### src/rtl/tx_pkg.sv
// Shared transmit-path definitions: sweep FSM states, pattern codes and tap width.
package tx_pkg;

    typedef enum logic [2:0] {
        StIdle,
        StSettle,
        StDwell,
        StReport,
        StFin
    } sweep_state_e;

    localparam logic PAT_PRBS7  = 1'b0;
    localparam logic PAT_PRBS13 = 1'b1;

    localparam int unsigned TAP_W = 3;

endpackage

### src/rtl/tx_sweep_timer.sv
// Loadable down-counter with zero flag; paces both the settle and the dwell intervals.
module tx_sweep_timer #(
    parameter int unsigned W = 16
) (
    input  logic         clk,
    input  logic         reset,
    input  logic         clr,
    input  logic         load,
    input  logic [W-1:0] load_val,
    output logic         zero
);

    logic [W-1:0] cnt_q;

    always_ff @(posedge clk or negedge reset) begin
        if (!reset) begin
            cnt_q <= '0;
        end else if (clr) begin
            cnt_q <= '0;
        end else if (load) begin
            cnt_q <= load_val;
        end else if (cnt_q != '0) begin
            cnt_q <= cnt_q - W'(1);
        end
    end

    assign zero = (cnt_q == '0);

endmodule

### src/rtl/tx_sweep_ctrl.sv
// Transmit sweep sequencer: steps pattern and signed taps, settles, measures errors per setting.
module tx_sweep_ctrl
    import tx_pkg::*;
#(
    parameter int unsigned SETTLE_CYC = 16,
    parameter int unsigned DW         = 16,
    parameter int unsigned CW         = 24,
    parameter int          TAP_MIN    = -4,
    parameter int          TAP_MAX    = 3
) (
    input  logic             clk,
    input  logic             reset,
    input  logic             start,
    input  logic             abort,
    input  logic [1:0]       pat_mask,
    input  logic [DW-1:0]    dwell_len,
    input  logic             err_in,
    output logic             control,
    output logic [TAP_W-1:0] taps,
    output logic             meas_en,
    output logic             busy,
    output logic             res_valid,
    output logic             res_pattern,
    output logic [TAP_W-1:0] res_taps,
    output logic [CW-1:0]    res_errs,
    output logic             done
);

    localparam int unsigned SW = $clog2(SETTLE_CYC + 1);
    localparam int unsigned TW = (DW > SW) ? DW : SW;
    localparam logic [TW-1:0] SettleM1 = TW'(SETTLE_CYC - 1);
    localparam logic signed [TAP_W-1:0] TapMin = TAP_W'(TAP_MIN);
    localparam logic signed [TAP_W-1:0] TapMax = TAP_W'(TAP_MAX);

    sweep_state_e  state_q;
    logic [1:0]    mask_q;
    logic [TW-1:0] dwell_q;
    logic [TW-1:0] dwell_m1;
    logic [CW-1:0] err_cnt_q;
    logic [CW-1:0] err_next;
    logic          last_tap;
    logic          has_next;
    logic          tmr_load;
    logic          tmr_zero;
    logic [TW-1:0] tmr_val;

    // Timer holds (window length - 1); a zero dwell still measures one cycle.
    assign dwell_m1 = (dwell_len == '0) ? '0 : TW'(dwell_len - DW'(1));
    assign last_tap = ($signed(taps) >= TapMax);
    assign has_next = (control == PAT_PRBS7) && mask_q[1];

    always_comb begin
        err_next = err_cnt_q;
        if (meas_en && err_in && (err_cnt_q != {CW{1'b1}})) begin
            err_next = err_cnt_q + CW'(1);
        end
    end

    always_comb begin
        tmr_load = 1'b0;
        tmr_val  = '0;
        unique case (state_q)
            StIdle: begin
                if (start && (pat_mask != 2'b00)) begin
                    tmr_load = 1'b1;
                    tmr_val  = SettleM1;
                end
            end
            StSettle: begin
                if (tmr_zero) begin
                    tmr_load = 1'b1;
                    tmr_val  = dwell_q;
                end
            end
            StReport: begin
                if (!last_tap || has_next) begin
                    tmr_load = 1'b1;
                    tmr_val  = SettleM1;
                end
            end
            default: ;
        endcase
    end

    tx_sweep_timer #(
        .W (TW)
    ) u_timer (
        .clk      (clk),
        .reset    (reset),
        .clr      (abort),
        .load     (tmr_load),
        .load_val (tmr_val),
        .zero     (tmr_zero)
    );

    always_ff @(posedge clk or negedge reset) begin
        if (!reset) begin
            state_q     <= StIdle;
            mask_q      <= 2'b00;
            dwell_q     <= '0;
            err_cnt_q   <= '0;
            control     <= PAT_PRBS7;
            taps        <= '0;
            meas_en     <= 1'b0;
            busy        <= 1'b0;
            res_valid   <= 1'b0;
            res_pattern <= 1'b0;
            res_taps    <= '0;
            res_errs    <= '0;
            done        <= 1'b0;
        end else begin
            res_valid <= 1'b0;
            done      <= 1'b0;
            if (abort) begin
                state_q   <= StIdle;
                meas_en   <= 1'b0;
                busy      <= 1'b0;
                err_cnt_q <= '0;
            end else begin
                unique case (state_q)
                    StIdle: begin
                        if (start) begin
                            busy <= 1'b1;
                            if (pat_mask == 2'b00) begin
                                state_q <= StFin;
                                done    <= 1'b1;
                            end else begin
                                mask_q  <= pat_mask;
                                dwell_q <= dwell_m1;
                                control <= pat_mask[0] ? PAT_PRBS7 : PAT_PRBS13;
                                taps    <= TapMin;
                                state_q <= StSettle;
                            end
                        end
                    end
                    StSettle: begin
                        if (tmr_zero) begin
                            state_q   <= StDwell;
                            meas_en   <= 1'b1;
                            err_cnt_q <= '0;
                        end
                    end
                    StDwell: begin
                        err_cnt_q <= err_next;
                        if (tmr_zero) begin
                            state_q     <= StReport;
                            meas_en     <= 1'b0;
                            res_valid   <= 1'b1;
                            res_pattern <= control;
                            res_taps    <= taps;
                            res_errs    <= err_next;
                        end
                    end
                    StReport: begin
                        if (!last_tap) begin
                            taps    <= taps + TAP_W'(1);
                            state_q <= StSettle;
                        end else if (has_next) begin
                            taps    <= TapMin;
                            control <= PAT_PRBS13;
                            state_q <= StSettle;
                        end else begin
                            state_q <= StFin;
                            done    <= 1'b1;
                        end
                    end
                    StFin: begin
                        state_q <= StIdle;
                        busy    <= 1'b0;
                    end
                    default: state_q <= StIdle;
                endcase
            end
        end
    end

endmodule

### config.mk
export PLATFORM = sky130hd
export DESIGN_NAME = tx_sweep_ctrl
export DESIGN_NICKNAME = d
export VERILOG_FILES = /design/src/rtl/tx_pkg.sv /design/src/rtl/tx_sweep_timer.sv /design/src/rtl/tx_sweep_ctrl.sv
export SDC_FILE = /design/constraint.sdc
export NUM_CORES = 1
export LEC_CHECK = 0
export ABC_AREA = 1
export BUFFER_PORTS_ARGS = -buffer_cell sky130_fd_sc_hd__buf_4
export CORE_MARGIN = 4
export CORE_UTILIZATION = 35
export DETAILED_ROUTE_END_ITERATION = 6
export PLACE_DENSITY_LB_ADDON = 0.2
export SLEW_MARGIN = 20
export SYNTH_ARGS = -nofsm -noshare
export SYNTH_HDL_FRONTEND = slang
export SYNTH_SLANG_ARGS = --single-unit
### constraint.sdc
create_clock -name clk -period 3.4 [get_ports clk]
set_input_delay 0.17 -clock clk [delete_from_list [all_inputs] [get_ports clk]]
set_output_delay 0.17 -clock clk [all_outputs]
set_load 0.01 [all_outputs]
==> reports/metrics.cfg, run 1 <==
[outcome]
status=finished, violations left
violations=hold timing

[critical_path]
cp_slowest_cell=dfrtp_1
reg2reg_depth=12
arrival_ns=2.67
ff2ff_setup_slack_ns=1.02
path_class=flop to flop
worstPathMaxFanout=14
reg2reg_to=u_timer.cnt_q[0]$_DFFE_PN0P_
required_ns=3.70
timing.rr.start=taps[1]$_DFFE_PN0P_
critPathMaxStageDelay_ns=0.42
critPathCaptureType=flop
cp-start-kind=flop
cp_cell_sequence=ha_1 > ha_1 > inv_1 > nand2_1 > nand3_1 > nand3_1 > nand2_1 > nand2_1 > nand2_1 > nor3_1 > nand2_1 > nand2_1
cp_common_cell=nand2_1

[power]
power_density_nw_per_um2=655.6
p_int_mw=2.642
p_sw_share_pct=38.40
power.total_mw=4.288
clkPwrFrac_pct=23.1
leakage_nw=3.227
switching_power_mw=1.647
seqPwrFrac_pct=38.9
peakVddDrop_uv=304.3
pwr-share-comb_pct=38.0

[global_routing]
antenna_found_initial=0
grt_max_degree=74
grt_usage_pct=16.17
grt_overflow_total=0
grt_pass1_vias=4748
grt_first_pass_wirelength_mm=23.60

[floorplanning]
dieWidth_um=134.7
ioPinCount=59
die-area_sq_um=18150
row_count=46
start_util_pct=35.50
die_h_um=134.7
core_area_sq_um=15830

[layout]
drive_above_1_share_pct=12.04
n_fill_cell=1708
final_cell_mix=253 x nand2_1, 99 x nor2_1, 96 x dfrtp_1, 75 x nand3_1, 69 x inv_1
multi_input_area_sq_um=2820
antenna_cells=0
final_common_cell=nand2_1
syn_to_final_growth_pct=16.41
seq_area_sq_um=2402
finalNetCount=864

[sta]
final_max_slew_viol_count=0
period_needed_ns=2.377
worst_clock_skew_ns=0.007168
worstMarginPinSlew_ns=0.9541
hold_viol_final=54
finalCritPeriodShare_pct=69.91
fmax_mhz=420.7
rsz0062_at_grt=no
setup_viol=0
relSlewSlack_pct=36.24
worst_hold_slack_ns=-0.03970
tns_ns=0
worst_slack_ns=1.023

[synthesis]
syn_avg_cell_area_sq_um=7.232
netlist_area_sq_um=5619
synth_top_family_by_area=simple AND/OR/NAND/NOR gates
ys_seq_area_share_pct=42.75
synth_cell_types=32
ys_seq_elements=96
synthSimpleGateAreaFrac_pct=36.96
synthAdderAreaFrac_pct=1.559
synth_xor_xnor_area_share_pct=5.611
syn_inst=777
synth_compound_area_share_pct=6.057
yosysWarnings=0
synthMuxAreaShare_pct=0
synth_fp_nets=807

[clock_network]
clock_latency_ns=0.35
cts_setup_buffers=0
numCtsBuffers=9
clkTransAtPathRegs_ns=0.07
root_buffer=clkbuf_16
htreeDepth=3
tritoncts=yes
clock-sinks=96
cts.path.max_buffers=2

[placed_design]
dp_slack_ns=1.027
place_congestion=0.8604
port_buffers=58
hpwl_mm=10.09

[detailed_routing]
vias_per_cell=4.723
drc=0
dr.pass1.iters=4
drtAntennaViolNets=0
wl_mm=13.94
drt-initial-drc-count=296
vias=4983
routedWlPerCell_um=13.21

[min_path]
hold_class=input port to asynchronous set/reset pin

[flow_run]
cap_violations=0

## synth_stat cells, drive strengths merged
| master | number | area share (%) |
|---|---|---|
| nor3 | 17 | 1.8 |
| or2 | 4 | 0.45 |
| xnor2 | 11 | 1.7 |
| xor2 | 25 | 3.9 |
| ha | 7 | 1.6 |
| inv | 70 | 4.8 |
| nor4 | 3 | 0.33 |
| nand3b | 5 | 0.67 |
| nor2 | 103 | 7.4 |
| dfrtp | 96 | 43 |
| o22ai | 4 | 0.45 |
| nand4 | 11 | 1.2 |
| clkinv | 2 | 0.13 |
| buf | 11 | 1.6 |
| o21ai | 39 | 3.6 |
| nand3 | 77 | 7.2 |
| clkbuf | 8 | 0.53 |
| nand2 | 262 | 18 |
| a21oi | 21 | 1.9 |
| o21a | 1 | 0.13 |
## metal layers
| metal | part of all wire (%) | track usage [%] | vias up |
|---|---|---|---|
| li1 | - | - | 2598 |
| met1 | 50 | 23.04 | 2287 |
| met2 | 45 | 24.79 | 81 |
| met3 | 3.3 | 2.310 | 17 |
| met4 | 2.1 | 6.561 | 0 |
| met5 | 0 | 0 | - |
## critical path, delay by kind of cell (launching register included)
| family | cells | cell delay [ns] |
|---|---|---|
| flops | 1 | 0.42 |
| buf+inv | 1 | 0.04 |
| simple gates | 9 | 1.33 |
| fa+ha+maj | 2 | 0.52 |
## through the flow
step / utilization, % / cell area, sq um / hold slack, ns / instances
after floorplan: - / 5619 / -0.1256 / 777
after global placement: 39.48 / 6248 / 0.3734 / 1038
after detailed placement: 39.48 / 6248 / 0.3779 / 1038
after CTS: 41.33 / 6541 / 0.01298 / 1055
after global routing: 41.33 / 6541 / 0.05962 / 1055
final: 41.33 / 6541 / -0.03970 / 1055
## flip-flops by register name, summed over array words and instances (netlist names), 3 cells and up
name	cells
dwell_q	16
err_cnt_q	24
res_errs	24
res_taps	3
state_q	3
taps	3
u_timer.cnt_q	16
## how the worst max path moves through the flow
stage	startpoint	endpoint	slack [ns]	cells after the start
after global placement	u_timer.cnt_q[0]$_DFFE_PN0P_	err_cnt_q[0]$_DFFE_PN0P_	1.08	9
after CTS	taps[1]$_DFFE_PN0P_	u_timer.cnt_q[1]$_DFFE_PN0P_	1.0	12
after global routing	taps[1]$_DFFE_PN0P_	u_timer.cnt_q[1]$_DFFE_PN0P_	0.66	13
after floorplan	taps[0]$_DFFE_PN0P_	u_timer.cnt_q[2]$_DFFE_PN0P_	1.36	12
after detailed placement	taps[1]$_DFFE_PN0P_	u_timer.cnt_q[1]$_DFFE_PN0P_	1.03	12
final	taps[1]$_DFFE_PN0P_	u_timer.cnt_q[0]$_DFFE_PN0P_	1.02	12
## cells by family (layout without fill, tap and decap cells)
family	after synthesis	after routing
compound gates	65	65
xor+xnor	36	36
fa+ha+maj	7	7
buf+inv	91	153
flops	96	96
simple gates	482	482
## layout make-up
cell class	instances	share of cell area [%]
multi-input combinational	590	43.11
timing repair buffer	65	7.498
tap	216	4.132
clock inverter	6	0.6695
sequential	96	36.73
clock buffer	10	3.653
inverter	72	4.208
## power by group through the flow
stage	clock network, mW	registers, mW	logic [mW]
after floorplan	0	1.73	1.03
after global placement	0	1.70	1.64
after detailed placement	0	1.69	1.65
after CTS	1.02	1.67	1.66
after global routing	1.07	1.71	1.89
final	0.990	1.67	1.63
## repair_timing
item                                   CTS  global route
endpoints found under the hold margin    1             0
gates resized for setup                  0             0
hold buffers                             1             0
Power figures use the tool's default switching activity.
==> run 2: changes to the inputs <==
==> constraint.sdc (replaced) <==
create_clock -name clk -period 2.35 [get_ports clk]
set_input_delay 0.1175 -clock clk [delete_from_list [all_inputs] [get_ports clk]]
set_output_delay 0.1175 -clock clk [all_outputs]
set_load 0.01 [all_outputs]
==> reports/metrics.cfg, run 2 (synthesis results as in run 1) <==
[sta]
worst_clock_skew_ns=0.007378  ; was 0.007168 ns
final_max_slew_viol_count=0  ; unchanged
period_needed_ns=2.108  ; was 2.377 ns
fmax_mhz=474.4  ; was 420.7 MHz
hold_viol_final=0  ; was 54
setup_viol=0  ; unchanged
relSlewSlack_pct=51.70  ; was 36.24%
tns_ns=0  ; unchanged
finalCritPeriodShare_pct=89.70  ; was 69.91%
rsz0062_at_grt=no  ; unchanged
worst_slack_ns=0.2421  ; was 1.023 ns
worstMarginPinSlew_ns=0.7245  ; was 0.9541 ns

[floorplanning]
dieWidth_um=134.7  ; unchanged
row_count=46  ; unchanged
core_area_sq_um=15830  ; unchanged
die_h_um=134.7  ; unchanged
ioPinCount=59  ; unchanged
start_util_pct=35.50  ; unchanged
die-area_sq_um=18150  ; unchanged

[global_routing]
antenna_found_initial=0  ; unchanged
grt_overflow_total=0  ; unchanged
grt_usage_pct=15.67  ; was 16.17%
grt_max_degree=53  ; was 74
grt_pass1_vias=4789  ; was 4,748
grt_first_pass_wirelength_mm=23.12  ; was 23.60 mm

[clock_network]
cts_setup_buffers=0  ; unchanged
clock-sinks=96  ; unchanged
clock_latency_ns=0.35  ; about the same
tritoncts=yes  ; unchanged
clkTransAtPathRegs_ns=0.07  ; about the same
htreeDepth=3  ; unchanged
root_buffer=clkbuf_16  ; unchanged
cts.path.max_buffers=2  ; unchanged
numCtsBuffers=9  ; unchanged

[power]
leakage_nw=3.297  ; was 3.227 nW
power.total_mw=6.360  ; was 4.288 mW
peakVddDrop_uv=366.4  ; was 304.3 uV
power_density_nw_per_um2=952.1  ; was 655.6 nW/um^2

[flow_run]
cap_violations=0  ; unchanged

[placed_design]
hpwl_mm=10.37  ; was 10.09 mm
dp_slack_ns=0.2380  ; was 1.027 ns
dp_cells=1047  ; was 1,038
place_congestion=0.8500  ; was 0.8604
port_buffers=58  ; unchanged

[layout]
syn_to_final_growth_pct=18.88  ; was 16.41%
n_fill_cell=1677  ; was 1,708
finalNetCount=875  ; was 864
antenna_cells=0  ; unchanged
fin_cells=1066  ; was 1,055
final_cell_mix=253 x nand2_1, 99 x nor2_1, 96 x dfrtp_1, 75 x nand3_1, 70 x buf_4  ; was 253 x nand2_1, 99 x nor2_1, 96 x dfrtp_1, 75 x nand3_1, 69 x inv_1
drive_above_1_share_pct=12.94  ; was 12.04%
final_common_cell=nand2_1  ; unchanged
largestRegisters=err_cnt_q x24, res_errs x24  ; unchanged

[critical_path]
cp_slowest_cell=dfrtp_1  ; unchanged
ff2ff_setup_slack_ns=0.24  ; was 1.02 ns
cp_common_cell=nand2_1  ; unchanged
critPathCaptureType=flop  ; unchanged
worstPathMaxFanout=14  ; unchanged
path_class=flop to flop  ; unchanged
cp-start-kind=flop  ; unchanged
crit_family=simple AND/OR/NAND/NOR gates  ; unchanged
required_ns=2.58  ; was 3.70 ns
arrival_ns=2.33  ; was 2.67 ns
cp_cell_sequence=ha_1 > ha_1 > inv_1 > nand2_1 > nand3_1 > nand3_1 > nand2_1 > nand2_1 > nand3b_1 > nand2_2 > nor2_1  ; was ha_1 > ha_1 > inv_1 > nand2_1 > nand3_1 > nand3_1 > nand2_1 > nand2_1 > nand2_1 > nor3_1 > nand2_1 > nand2_1
critPathBufInv=1  ; unchanged
critPathMaxStageDelay_ns=0.43  ; was 0.42 ns

[min_path]
hold_class=input port to flop  ; was input port to asynchronous set/reset pin

[detailed_routing]
vias=4986  ; was 4,983
wl_mm=13.87  ; was 13.94 mm
dr.pass1.iters=4  ; unchanged
drtAntennaViolNets=0  ; unchanged
drc=0  ; unchanged
routedWlPerCell_um=13.01  ; was 13.21 um
vias_per_cell=4.677  ; was 4.723
drt-initial-drc-count=359  ; was 296

[outcome]
status=completed  ; was finished, violations left

## run 2: cell types whose count changed in the layout (fill, tap and decap cells not counted), sizes merged
| cell | change |
|---|---|
| clkinv | -1 |
| bufinv | +1 |
| clkbuf | -1 |
| inv | +1 |
| dlygate4sd3 | +2 |
| buf | +9 |
## run 2: final cells by class
class	instances	area, sq um	share of cell area [%]
Inverter	72	275.3	4.121
Sequential cell	96	2402	35.96
Timing Repair Buffer	76	606.8	9.084
Tap cell	216	270.3	4.046
Multi-Input combinational cell	590	2820	42.22
Clock buffer	9	225.2	3.371
Clock inverter	7	80.08	1.199
## run 2: power breakdown
group	total (mW)	switching, mW	internal (mW)
registers	2.42	0.300	2.12
logic	2.44	1.44	0.998
clock network	1.50	0.663	0.838
total	6.36	2.40	3.96
## run 2: per-stage QoR
step	hold WS (ns)	utilization [%]	cell area (sq um)
floorplan	-0.1781	-	5619
detailed placement	0.2184	40.06	6341
CTS	0.03502	42.18	6676
global route	0.06334	42.21	6680
global placement	0.2110	40.06	6341
finish	0.04941	42.21	6680
## run 2: final timing paths
kind,startpoint,depth (start not counted),to
setup / recovery,taps[1]$_DFFE_PN0P_,11,u_timer.cnt_q[15]$_DFFE_PN0P_
hold / removal,dwell_len[13],4,dwell_q[13]$_DFFE_PN0P_
setup reg to reg,taps[1]$_DFFE_PN0P_,11,u_timer.cnt_q[15]$_DFFE_PN0P_
hold reg to reg,res_errs[13]$_DFFE_PN0P_,2,res_errs[13]$_DFFE_PN0P_
max in group asynchronous,reset,3,dwell_q[1]$_DFFE_PN0P_
min in group asynchronous,reset,2,res_errs[6]$_DFFE_PN0P_
## run 2: per-layer routing
metal / vias to the layer above / GRT usage (%) / wire, um / part of all wire (%)
met4: 0 / 5.147 / 119 / 0.86
met2: 67 / 26.01 / 6628 / 48
met3: 6 / 2.347 / 445 / 3.2
met5: - / 0 / 0 / 0
li1: 2607 / - / - / -
met1: 2306 / 21.06 / 6677 / 48
## run 2: worst min-delay path: cells and delay by family
family / cells / cell delay (ns)
simple gates: 3 / 0.15
buf+inv: 1 / 0.10
## run 2: timing repair
item                                    in CTS  in global routing
gates resized for setup                      0                  2
hold endpoints to repair                    52                  0
endpoints found under the setup margin       0                  2
hold buffers                                 3                  0
==> run 3: changes to the inputs <==
==> constraint.sdc (replaced) <==
create_clock -name clk -period 2.35 [get_ports clk]
set_input_delay 0.235 -clock clk [delete_from_list [all_inputs] [get_ports clk]]
set_output_delay 0.235 -clock clk [all_outputs]
set_load 0.01 [all_outputs]
==> reports/metrics.cfg, run 3 (synthesis results as in run 1) <==
[outcome]
status=completed  ; unchanged

[critical_path]
critPathCaptureType=flop  ; unchanged
required_ns=2.58  ; about the same
cp_slowest_cell=dfrtp_1  ; unchanged
critPathMaxStageDelay_ns=0.41  ; was 0.43 ns
cp_cell_sequence=ha_1 > ha_1 > inv_1 > nand2_1 > nand2_1 > nand2_1 > nand3_1 > nand2_1 > nand2_1 > nand3b_1 > nand2_2 > nor2_1  ; was ha_1 > ha_1 > inv_1 > nand2_1 > nand3_1 > nand3_1 > nand2_1 > nand2_1 > nand3b_1 > nand2_2 > nor2_1
worstPathMaxFanout=14  ; unchanged
cp_common_cell=nand2_1  ; unchanged
arrival_ns=2.32  ; was 2.33 ns
path_class=flop to flop  ; unchanged
ff2ff_setup_slack_ns=0.25  ; was 0.24 ns
cp-start-kind=flop  ; unchanged

[global_routing]
grt_pass1_vias=4881  ; was 4,789
grt_max_degree=42  ; was 53
grt_usage_pct=16.18  ; was 15.67%
grt_first_pass_wirelength_mm=23.85  ; was 23.12 mm
grt_overflow_total=0  ; unchanged
antenna_found_initial=0  ; unchanged

[floorplanning]
row_count=46  ; unchanged
die_h_um=134.7  ; unchanged
ioPinCount=59  ; unchanged
start_util_pct=35.50  ; unchanged
core_area_sq_um=15830  ; unchanged
die-area_sq_um=18150  ; unchanged
dieWidth_um=134.7  ; unchanged

[power]
pwr-share-comb_pct=37.9  ; was 38.3%
peakVddDrop_uv=378.2  ; was 366.4 uV
p_int_mw=3.957  ; was 3.958 mW
seqPwrFrac_pct=37.8  ; was 38.1%
p_sw_share_pct=37.99  ; was 37.78%
power_density_nw_per_um2=959.1  ; was 952.1 nW/um^2
power.total_mw=6.382  ; was 6.360 mW
leakage_nw=3.289  ; was 3.297 nW
switching_power_mw=2.425  ; was 2.403 mW
clkPwrFrac_pct=24.2  ; was 23.6%

[sta]
fmax_mhz=477.0  ; was 474.4 MHz
worstMarginPinSlew_ns=0.5556  ; was 0.7245 ns
relSlewSlack_pct=62.96  ; was 51.70%
worst_hold_slack_ns=0.07300  ; was 0.04941 ns
worst_clock_skew_ns=0.008973  ; was 0.007378 ns
tns_ns=0  ; unchanged
period_needed_ns=2.096  ; was 2.108 ns
rsz0062_at_grt=no  ; unchanged
hold_viol_final=0  ; unchanged
setup_viol=0  ; unchanged
final_max_slew_viol_count=0  ; unchanged
finalCritPeriodShare_pct=89.21  ; was 89.70%

[layout]
largestRegisters=err_cnt_q x24, res_errs x24  ; unchanged
syn_to_final_growth_pct=18.41  ; was 18.88%
utilization_pct=42.04  ; was 42.21%
drive_above_1_share_pct=12.97  ; was 12.94%
final_common_cell=nand2_1  ; unchanged
n_fill_cell=1659  ; was 1,677
finalNetCount=873  ; was 875
antenna_cells=0  ; unchanged
final_cell_mix=253 x nand2_1, 99 x nor2_1, 96 x dfrtp_1, 75 x nand3_1, 71 x buf_4  ; was 253 x nand2_1, 99 x nor2_1, 96 x dfrtp_1, 75 x nand3_1, 70 x buf_4

[detailed_routing]
routedWlPerCell_um=12.96  ; was 13.01 um
drtAntennaViolNets=0  ; unchanged
drt-initial-drc-count=277  ; was 359
dr.pass1.iters=5  ; was 4
drc=0  ; unchanged
wl_mm=13.79  ; was 13.87 mm
vias_per_cell=4.708  ; was 4.677
vias=5009  ; was 4,986

[clock_network]
root_buffer=clkbuf_16  ; unchanged
clock_latency_ns=0.35  ; about the same
tritoncts=yes  ; unchanged
clkTransAtPathRegs_ns=0.07  ; about the same
numCtsBuffers=9  ; unchanged
cts.path.max_buffers=2  ; unchanged
htreeDepth=3  ; unchanged
clock-sinks=96  ; unchanged

[flow_run]
cap_violations=0  ; unchanged

[placed_design]
place_congestion=0.8725  ; was 0.8500
port_buffers=58  ; unchanged
hpwl_mm=10.30  ; was 10.37 mm

[min_path]
hold_class=input port to flop  ; unchanged

==> run 3: power groups by stage <==
| stage | clock (mW) | sequential [mW] | combinational, mW |
|---|---|---|---|
| 3_3_place_gp | 0 | 2.45 | 2.42 |
| 6_report | 1.55 | 2.42 | 2.42 |
| 4_1_cts | 1.59 | 2.42 | 2.44 |
| 2_1_floorplan | 0 | 2.50 | 1.49 |
| 5_1_grt | 1.67 | 2.48 | 2.78 |
| 3_5_place_dp | 0 | 2.45 | 2.43 |
==> run 3: stage by stage <==
step           cells  worst slack (ns)  cell area [sq um]
2_1_floorplan    777            0.3056               5619
3_3_place_gp    1046            0.2880               6321
3_5_place_dp    1046            0.2359               6321
4_1_cts         1063            0.2197               6643
5_1_grt         1064           0.01304               6654
6_report        1064            0.2536               6654
==> run 3: final timing paths <==
check | start | to | cells after the start
min in group asynchronous | reset | res_valid$_DFF_PN0_ | 2
max | taps[0]$_DFFE_PN0P_ | u_timer.cnt_q[12]$_DFFE_PN0P_ | 12
min reg2reg | res_errs[7]$_DFFE_PN0P_ | res_errs[7]$_DFFE_PN0P_ | 2
min | dwell_len[0] | dwell_q[0]$_DFFE_PN0P_ | 2
max in group asynchronous | reset | u_timer.cnt_q[12]$_DFFE_PN0P_ | 3
max reg2reg | taps[0]$_DFFE_PN0P_ | u_timer.cnt_q[12]$_DFFE_PN0P_ | 12
==> run 3: per-layer routing <==
| metal | track usage (%) | share of wire, % | routed length (um) |
|---|---|---|---|
| met2 | 25.82 | 46 | 6395 |
| met5 | 0 | 0 | 0 |
| met3 | 2.459 | 3.1 | 424 |
| met4 | 5.090 | 1.4 | 191 |
| met1 | 22.70 | 49 | 6777 |
==> run 3: area by class of cell <==
class,instances,area (sq um),share of cell area [%]
clock buffer,9,225.2,3.385
clock inverter,7,86.33,1.297
inverter,72,275.3,4.137
multi-input combinational,590,2820,42.38
sequential,96,2402,36.10
tap,216,270.3,4.062
timing repair buffer,74,574.3,8.631
==> run 3: worst max-delay path: cells and delay by family, from the launching register on <==
kind | cells | cell delay, ns
flip-flops | 1 | 0.41
adder cells (fa/ha/maj) | 2 | 0.53
buffers and inverters | 1 | 0.06
AND/OR/NAND/NOR | 9 | 0.98
==> run 3: repair_timing <==
item	in CTS	in global routing
endpoints found under the setup margin	0	3
buffers inserted	0	1
endpoints found under the hold margin	39	0
hold buffers	1	0
gates resized for setup	0	1
